File: config.mk
export PLATFORM = sky130hd
export DESIGN_NAME = lzrw1_group_sequencer_flat
export DESIGN_NICKNAME = d
export VERILOG_FILES = /design/src/rtl/lzrw1_group_sequencer_if.sv /design/src/rtl/lzrw1_group_sequencer.sv /design/src/flat_wrapper.sv
export SDC_FILE = /design/constraint.sdc
export NUM_CORES = 1
export LEC_CHECK = 0
export BUFFER_PORTS_ARGS = -buffer_cell sky130_fd_sc_hd__buf_4
export CAP_MARGIN = 20
export CELL_PAD_IN_SITES_DETAIL_PLACEMENT = 1
export CELL_PAD_IN_SITES_GLOBAL_PLACEMENT = 2
export CORE_MARGIN = 1.5
export CORE_UTILIZATION = 34
export CTS_CLUSTER_SIZE = 16
export DETAILED_ROUTE_END_ITERATION = 7
export PLACE_DENSITY_LB_ADDON = 0.1
export SYNTH_ARGS = -nofsm -noshare
export SYNTH_HDL_FRONTEND = slang
export SYNTH_SLANG_ARGS = --single-unit
File: constraint.sdc
create_clock -name clock -period 2.7 [get_ports clock]
set_input_delay 0.27 -clock clock [delete_from_list [all_inputs] [get_ports clock]]
set_output_delay 0.27 -clock clock [all_outputs]
set_load 0.01 [all_outputs]
File: src/rtl/lzrw1_group_sequencer_if.sv
// Byte-stream input and item-issue handshake between the input FIFO, the
// LZRW1 group sequencer and the decompressor core.
interface lzrw1_group_sequencer_if;
  logic [7:0]  in_byte;
  logic        in_valid;
  logic        in_last;
  logic        in_ready;
  logic [15:0] item_data;
  logic        item_ctrl;
  logic        item_valid;
  logic        decomp_busy;
  logic        frame_done;
  logic        proto_error;

  modport master (
    output in_byte, in_valid, in_last, decomp_busy,
    input  in_ready, item_data, item_ctrl, item_valid, frame_done, proto_error
  );

  modport slave (
    input  in_byte, in_valid, in_last, decomp_busy,
    output in_ready, item_data, item_ctrl, item_valid, frame_done, proto_error
  );
endinterface

File: src/rtl/lzrw1_group_sequencer.sv
// LZRW1 front-end: parses 16-bit control words and their items, issues one item
// at a time to the core. Optional copy sanity check: LZRW1_SEQ_COPY_CHECK_EN.
module lzrw1_group_sequencer #(
  parameter int unsigned GROUP_ITEMS = 16
) (
  input  logic                    clock,
  input  logic                    reset,
  lzrw1_group_sequencer_if.slave  bus
);

  typedef enum logic [2:0] {
    CTRL_LO,
    CTRL_HI,
    ITEM_B0,
    ITEM_B1,
    CHECK,
    ISSUE
  } state_t;

  localparam logic [3:0] LAST_IDX = 4'(GROUP_ITEMS - 1);

  state_t      state_q, state_d;
  logic [15:0] ctrl_q, ctrl_d;
  logic [3:0]  idx_q, idx_d;
  logic [7:0]  hold_q, hold_d;
  logic [15:0] data_q, data_d;
  logic        kind_q, kind_d;
  logic        end_q, end_d;
  logic        done_q, done_d;
  logic        err_q, err_d;
  logic        accepting;
  logic        byte_xfer;
  logic        last_item;

  assign accepting = !reset && (state_q == CTRL_LO || state_q == CTRL_HI ||
                                state_q == ITEM_B0 || state_q == ITEM_B1);
  assign byte_xfer = bus.in_valid && accepting;
  assign last_item = (idx_q == LAST_IDX);

  assign bus.in_ready    = accepting;
  assign bus.item_valid  = (state_q == ISSUE);
  assign bus.item_data   = data_q;
  assign bus.item_ctrl   = kind_q;
  assign bus.frame_done  = done_q;
  assign bus.proto_error = err_q;

  always_comb begin
    state_d = state_q;
    ctrl_d  = ctrl_q;
    idx_d   = idx_q;
    hold_d  = hold_q;
    data_d  = data_q;
    kind_d  = kind_q;
    end_d   = end_q;
    done_d  = 1'b0;
    err_d   = err_q;
    case (state_q)
      CTRL_LO: if (byte_xfer) begin
        if (bus.in_last) err_d = 1'b1;
        else begin
          ctrl_d[7:0] = bus.in_byte;
          state_d     = CTRL_HI;
        end
      end
      CTRL_HI: if (byte_xfer) begin
        if (bus.in_last) begin
          err_d   = 1'b1;
          state_d = CTRL_LO;
        end else begin
          ctrl_d[15:8] = bus.in_byte;
          idx_d        = '0;
          state_d      = ITEM_B0;
        end
      end
      ITEM_B0: if (byte_xfer) begin
        if (!ctrl_q[idx_q]) begin
          data_d  = {8'h00, bus.in_byte};
          kind_d  = 1'b0;
          end_d   = bus.in_last;
          state_d = ISSUE;
        end else if (bus.in_last) begin
          // A frame cannot end halfway through a copy item.
          err_d   = 1'b1;
          state_d = CTRL_LO;
        end else begin
          hold_d  = bus.in_byte;
          state_d = ITEM_B1;
        end
      end
      ITEM_B1: if (byte_xfer) begin
        data_d  = {hold_q, bus.in_byte};
        kind_d  = 1'b1;
        end_d   = bus.in_last;
`ifdef LZRW1_SEQ_COPY_CHECK_EN
        state_d = CHECK;
`else
        state_d = ISSUE;
`endif
      end
`ifdef LZRW1_SEQ_COPY_CHECK_EN
      CHECK: begin
        if (data_q[15:12] == 4'h0 || data_q[11:0] == 12'h000) begin
          // Bad copy is swallowed like a transferred item, minus frame_done.
          err_d = 1'b1;
          end_d = 1'b0;
          if (end_q || last_item) state_d = CTRL_LO;
          else begin
            idx_d   = idx_q + 4'd1;
            state_d = ITEM_B0;
          end
        end else begin
          state_d = ISSUE;
        end
      end
`endif
      ISSUE: if (!bus.decomp_busy) begin
        done_d = end_q;
        end_d  = 1'b0;
        if (end_q || last_item) state_d = CTRL_LO;
        else begin
          idx_d   = idx_q + 4'd1;
          state_d = ITEM_B0;
        end
      end
      default: state_d = CTRL_LO;
    endcase
  end

  always_ff @(posedge clock) begin
    if (reset) begin
      state_q <= CTRL_LO;
      ctrl_q  <= '0;
      idx_q   <= '0;
      hold_q  <= '0;
      data_q  <= '0;
      kind_q  <= 1'b0;
      end_q   <= 1'b0;
      done_q  <= 1'b0;
      err_q   <= 1'b0;
    end else begin
      state_q <= state_d;
      ctrl_q  <= ctrl_d;
      idx_q   <= idx_d;
      hold_q  <= hold_d;
      data_q  <= data_d;
      kind_q  <= kind_d;
      end_q   <= end_d;
      done_q  <= done_d;
      err_q   <= err_d;
    end
  end

endmodule

File: src/flat_wrapper.sv
// flat-port wrapper written by rule: the top's interface ports become plain ports
module lzrw1_group_sequencer_flat 
#(
  parameter int unsigned GROUP_ITEMS = 16
)
  (clock, reset, bus_in_byte, bus_in_valid, bus_in_last, bus_decomp_busy, bus_in_ready, bus_item_data, bus_item_ctrl, bus_item_valid, bus_frame_done, bus_proto_error);
  lzrw1_group_sequencer_if bus_i ();
  input  logic clock;
  input  logic reset;
  input wire logic [$bits(bus_i.in_byte)-1:0] bus_in_byte;
  input wire logic [$bits(bus_i.in_valid)-1:0] bus_in_valid;
  input wire logic [$bits(bus_i.in_last)-1:0] bus_in_last;
  input wire logic [$bits(bus_i.decomp_busy)-1:0] bus_decomp_busy;
  output wire logic [$bits(bus_i.in_ready)-1:0] bus_in_ready;
  output wire logic [$bits(bus_i.item_data)-1:0] bus_item_data;
  output wire logic [$bits(bus_i.item_ctrl)-1:0] bus_item_ctrl;
  output wire logic [$bits(bus_i.item_valid)-1:0] bus_item_valid;
  output wire logic [$bits(bus_i.frame_done)-1:0] bus_frame_done;
  output wire logic [$bits(bus_i.proto_error)-1:0] bus_proto_error;
  assign bus_i.in_byte = bus_in_byte;
  assign bus_i.in_valid = bus_in_valid;
  assign bus_i.in_last = bus_in_last;
  assign bus_i.decomp_busy = bus_decomp_busy;
  assign bus_in_ready = bus_i.in_ready;
  assign bus_item_data = bus_i.item_data;
  assign bus_item_ctrl = bus_i.item_ctrl;
  assign bus_item_valid = bus_i.item_valid;
  assign bus_frame_done = bus_i.frame_done;
  assign bus_proto_error = bus_i.proto_error;
  lzrw1_group_sequencer #(.GROUP_ITEMS(GROUP_ITEMS)) u_core (.clock(clock), .reset(reset), .bus(bus_i));
endmodule
# After elaboration in Yosys (flattened, before gate mapping)

Cells that the tools add are included.

Bitwise gates (word level): 2
$lt $le $gt $ge: 1
Add/subtract/negate cells: 1
Reduce and logical (&&, ||, !) cells: 22
Multiplexer cells: 36
Equality and inequality tests: 16

Operator list:

| operator                                                               | count |
|---|---|
| 16-bit two-way mux                                                     | 3 |
| 16-bit case mux with 2 select lines                                    | 1 |
| 3-bit two-way mux                                                      | 7 |
| 4-bit two-way mux                                                      | 4 |
| 3-bit case mux with 5 select lines                                     | 1 |
| 1-bit two-way mux                                                      | 12 |
| 2-bit != test (second input constant)                                  | 6 |
| 4-bit AND reduction                                                    | 3 |
| 2-bit by 1-bit != test with 1-bit output (second input constant)       | 5 |
| 5-bit AND reduction                                                    | 2 |
| 4-bit case mux with 2 select lines                                     | 1 |
| 3-bit by 2-bit equality test with 1-bit output (second input constant) | 2 |
| 2-bit two-way mux                                                      | 3 |
| 3-bit AND reduction                                                    | 2 |
| 6-bit AND reduction                                                    | 1 |
| 2-bit nonzero test                                                     | 3 |
| 4-bit by 5-bit < comparator with 1-bit output (second input constant)  | 1 |
| 4-bit by 1-bit adder with 4-bit output (second input constant)         | 1 |
| 1-bit binary-select mux with 4-bit select                              | 1 |
| 4-bit equality test (second input constant)                            | 1 |
| 1-bit logical OR                                                       | 4 |
| 1-bit case mux with 2 select lines                                     | 2 |
| 3-bit by 1-bit equality test with 1-bit output (second input constant) | 1 |
| 3-bit equality test (second input constant)                            | 1 |
| other kinds (8)                                                        | 10 |

Input port bits: 13
Word-level logic and storage cells: 88
Bits in registers: 51
Output and inout port bits: 21

# Longest topological paths before layout

Depth in word-level cells: 8
Mapped depth: 8

# Worst setup path after synthesis

OpenSTA, ideal clock, no wires.

Path kind: reg-to-reg
From: register u_core.idx_q[0]
To: register u_core.hold_q[5]
Cell stages (with the launch flop): 9
Path buffers: 3
Clock period less this slack: 1,919 ps
Arrival: 1,787 ps
Path slack: 781 ps
Setup time: 132 ps
Path through: dfxtp_1 -> buf_6 -> mux2i_1 -> mux4_2 -> o22a_1 -> buf_6 -> buf_6 -> o21ai_1 -> a21oi_1

Cells in the longest elaborated chain, start to end: 3

Ends and longest elaborated chain:

| what                                      | RTL line                     | text |
|---|---|---|
| start, declared                           | lzrw1_group_sequencer.sv:24  | `logic [3:0] idx_q, idx_d;` |
| start signal, assigned                    | lzrw1_group_sequencer.sv:143 | `idx_q <= idx_d;` |
| 1-bit binary-select mux with 4-bit select | lzrw1_group_sequencer.sv:76  | `if (!ctrl_q[idx_q]) begin` |
| 1-bit two-way mux (implied by the code)   | lzrw1_group_sequencer.sv:76  |  |
| 4-bit AND reduction (no line)             | -                            |  |
| end signal, assigned                      | lzrw1_group_sequencer.sv:144 | `hold_q <= hold_d;` |
| end, declared                             | lzrw1_group_sequencer.sv:25  | `logic [7:0] hold_q, hold_d;` |

No other way between the ends. The select of a mux whose other input is x is not followed.
A chain may end at the register's enable or synchronous reset.

# Final worst setup path

From: register u_core.idx_q[0]
To: register u_core.data_q[12], in the netlist u_core.bus.item_data[12]

Cells in the longest elaborated chain, start to end: 4

Ends and longest elaborated chain:

| what                                      | RTL line                     | text |
|---|---|---|
| 1-bit binary-select mux with 4-bit select | lzrw1_group_sequencer.sv:76  |  |
| 1-bit two-way mux (implied by the code)   | lzrw1_group_sequencer.sv:76  |  |
| 2-bit != test (no line)                   | -                            |  |
| 4-bit AND reduction (no line)             | -                            |  |
| end signal, assigned                      | lzrw1_group_sequencer.sv:145 | `data_q <= data_d;` |
| end, declared                             | lzrw1_group_sequencer.sv:26  | `logic [15:0] data_q, data_d;` |

No other way between the ends. The select of a mux whose other input is x is not followed.

==> impl_metrics.env <==
export IMPL_yosys_area_top_type="dfxtp_1"
export IMPL_relSlewSlack_pct=62.8
export IMPL_die_width_um=83.1
export IMPL_synthCells=241
export IMPL_ys_types=38
export IMPL_period_needed_ps=2350
export IMPL_synth_fa_ha_area_share_pct=0.574
export IMPL_num_rows=28
export IMPL_crit_path_max_fanout=20
export IMPL_ctsHtreeMaxLevel=2
export IMPL_setup_viol=0
export IMPL_num_antenna_cells=0
export IMPL_met3_usage_pct=3.38
export IMPL_worstSetupPathType="reg -> reg"
export IMPL_synthFlopType="dfxtp_1"
export IMPL_synth_compound_area_share_pct=19.7
export IMPL_postRouteAntennaNets=0
export IMPL_synth_top_family_by_area="compound AO/OA/AOI/OAI gates"
export IMPL_synth_simple_area_share_pct=17.7
export IMPL_min_path_type="in -> reg"
export IMPL_avgSynthCellArea_um2=9.05
export IMPL_nNetsFinal=284
export IMPL_drtIter0Drc=70
export IMPL_wl_um=5920
export IMPL_crit_path_end_kind="flop"
export IMPL_routed_via_density=5.37
export IMPL_syn_nets=255
export IMPL_cp_start_kind="flop"
export IMPL_vias=1858
export IMPL_clockBufferDepth=2
export IMPL_tightest_slew_ps=558
export IMPL_yosysSeqAreaShare_pct=46.8
export IMPL_required_ps=2950
export IMPL_gr_usage_met1_pct=26.3
export IMPL_cts_tree="yes"
export IMPL_grt_pass1_wl_um=9910
export IMPL_fin_hold_ws_ps=177
export IMPL_ys_warn_count=0
export IMPL_dp_hpwl_um=4150
export IMPL_top_usage_layer="met1"
export IMPL_ir_drop_mv=0.274
export IMPL_port_buffers=33
export IMPL_core_um2=6060
export IMPL_route_detailed_drc=0
export IMPL_track_usage_pct=17.7
export IMPL_synth_edff_count=0
export IMPL_gp_congestion=0.767
export IMPL_die_y_um=83.1
export IMPL_dieArea_um2=6900
export IMPL_cp_arrival_ps=2600
export IMPL_antenna_found_initial=0
export IMPL_netlist_area_um2=2180
export IMPL_clk_latency_ps=300
export IMPL_grt_overflow=0
export IMPL_avgRoutedWirePerCell_um=17.1
export IMPL_synth_area_leaders="dfxtp_1 (47%), mux2i_1 (7.8%), a21oi_1 (7.1%)"
export IMPL_rsz0062_at_grt="no"
export IMPL_async_reset_ff_share_pct=0
export IMPL_status="completed"
export IMPL_grt_max_degree=43
export IMPL_clock_fmax_mhz=426
export IMPL_grt_pass1_vias=1828
export IMPL_area_growth_pct=19.4
export IMPL_clk_pin_slew_ps=90
export IMPL_grt_met2_usage_pct=26.0
export IMPL_synth_xor_area_share_pct=0
export IMPL_boundaryPins=34
export IMPL_yosysMostFrequentCell="dfxtp_1"
export IMPL_synth_common_cells="dfxtp_1 (51), a21oi_1 (31), nand3_1 (27), nand2_1 (18), o21ai_0 (18)"
export IMPL_total_power_uw=1480
export IMPL_cts_inserted_buffers=5
export IMPL_drive_gt1_share_pct=19.9
export IMPL_firstDrtPassIters=4
export IMPL_cellLeakagePower_uw=0.000990
export IMPL_setup_tns_ps=0
export IMPL_max_cap_viol_count=0
export IMPL_final_util_pct=43.0
export IMPL_synth_top_area_share_pct=46.8
export IMPL_synthMuxAreaShare_pct=10.4
export IMPL_clock_root_buffer="clkbuf_8"
export IMPL_final_hold_viol_count=0
export IMPL_clock_sinks=51
export IMPL_start_util_pct=36.0
export IMPL_power_per_cell_area_nw_per_um2=569
export IMPL_ys_seq_elements=51
export IMPL_skew_ps=6.05
export IMPL_fin_crit_sh_pct=87.0
export IMPL_slew_violations=0
-- routing by layer --
| layer | vias up | share of wire [%] |
|---|---|---|
| met1 | 909 | 54 |
| met4 | 0 | 0.68 |
| li1 | 927 | - |
| met3 | 2 | 2.1 |
| met2 | 20 | 44 |
| met5 | - | 0 |
-- where the power goes --
group	switching, µW	total (µW)	internal, µW
Clock	260	631	371
Sequential	6.49	766	759
Combinational	52.2	84.2	32.0
Total	319	1480	1160
-- cells in the final DEF, fill, tap and decap left out, types with 2 or more instances in the layout --
master	count
a21oi_1	31
a22o_1	8
a31oi_1	2
and3_1	3
buf_4	37
bufinv_16	2
clkbuf_8	5
dfxtp_1	51
inv_1	6
mux2i_1	17
mux4_2	2
nand2_1	18
nand2b_1	2
nand3_1	27
nor2_1	12
nor3_1	2
nor3b_1	2
o21ai_0	18
o21ai_1	5
or3_1	2
or4_1	2
-- layout make-up --
cell class	instances	area [µm²]
clock buffer	6	72.6
clock inverter	2	60.1
fill	738	3460
inverter	6	22.5
multi-input combinational	169	1060
sequential	51	1020
tap	75	93.8
timing repair buffer	37	278
-- state kept, by name, summed over array words and instances (netlist names) --
name and cells:
u_core.bus.frame_done 1, u_core.bus.item_ctrl 1, u_core.bus.item_data 16, u_core.bus.proto_error 1, u_core.ctrl_q 16, u_core.end_q 1
u_core.hold_q 8, u_core.idx_q 4, u_core.state_q 3
-- kinds of logic (layout without fill, tap and decap cells) --
logic type	after synthesis	in the layout
AND/OR/NAND/NOR	77	77
adder cells (fa/ha/maj)	1	1
multiplexers	20	20
buffers and inverters	21	51
AO/OA/AOI/OAI	71	71
flip-flops	51	51
-- stage by stage --
step / worst slack [ps] / cell area [µm²] / instances
after detailed placement: 182 / 2470 / 338
after global routing: 201 / 2600 / 346
after global placement: 295 / 2470 / 338
after floorplan: 781 / 2180 / 241
after CTS: 114 / 2600 / 346
final: 351 / 2600 / 346
-- critical path, cell delays in order, from the launching register on --
cell and delay [ps]:
dfxtp_1 690, mux2i_1 160, mux4_2 520, o22a_2 410, a21oi_4 320, a22o_1 180
-- path summary, 6_finish.rpt --
| kind | depth (start not counted) | slack [ps] | start | end |
|---|---|---|---|---|
| max | 5 | 350 | u_core.idx_q[0] | u_core.bus.item_data[12] |
| min | 2 | 180 | bus_decomp_busy | u_core.bus.frame_done |
| max reg2reg | 5 | 350 | u_core.idx_q[0] | u_core.bus.item_data[12] |
| min reg2reg | 2 | 470 | u_core.ctrl_q[8] | u_core.ctrl_q[8] |
-- repair_timing --
item / in CTS / in global routing
endpoints found under the hold margin: 0 / 0
setup endpoints to repair: 0 / 1
gates resized for setup: 0 / 1
buffers inserted: 0 / 0
hold buffers: 0 / 0
Power figures use the tool's default switching activity.
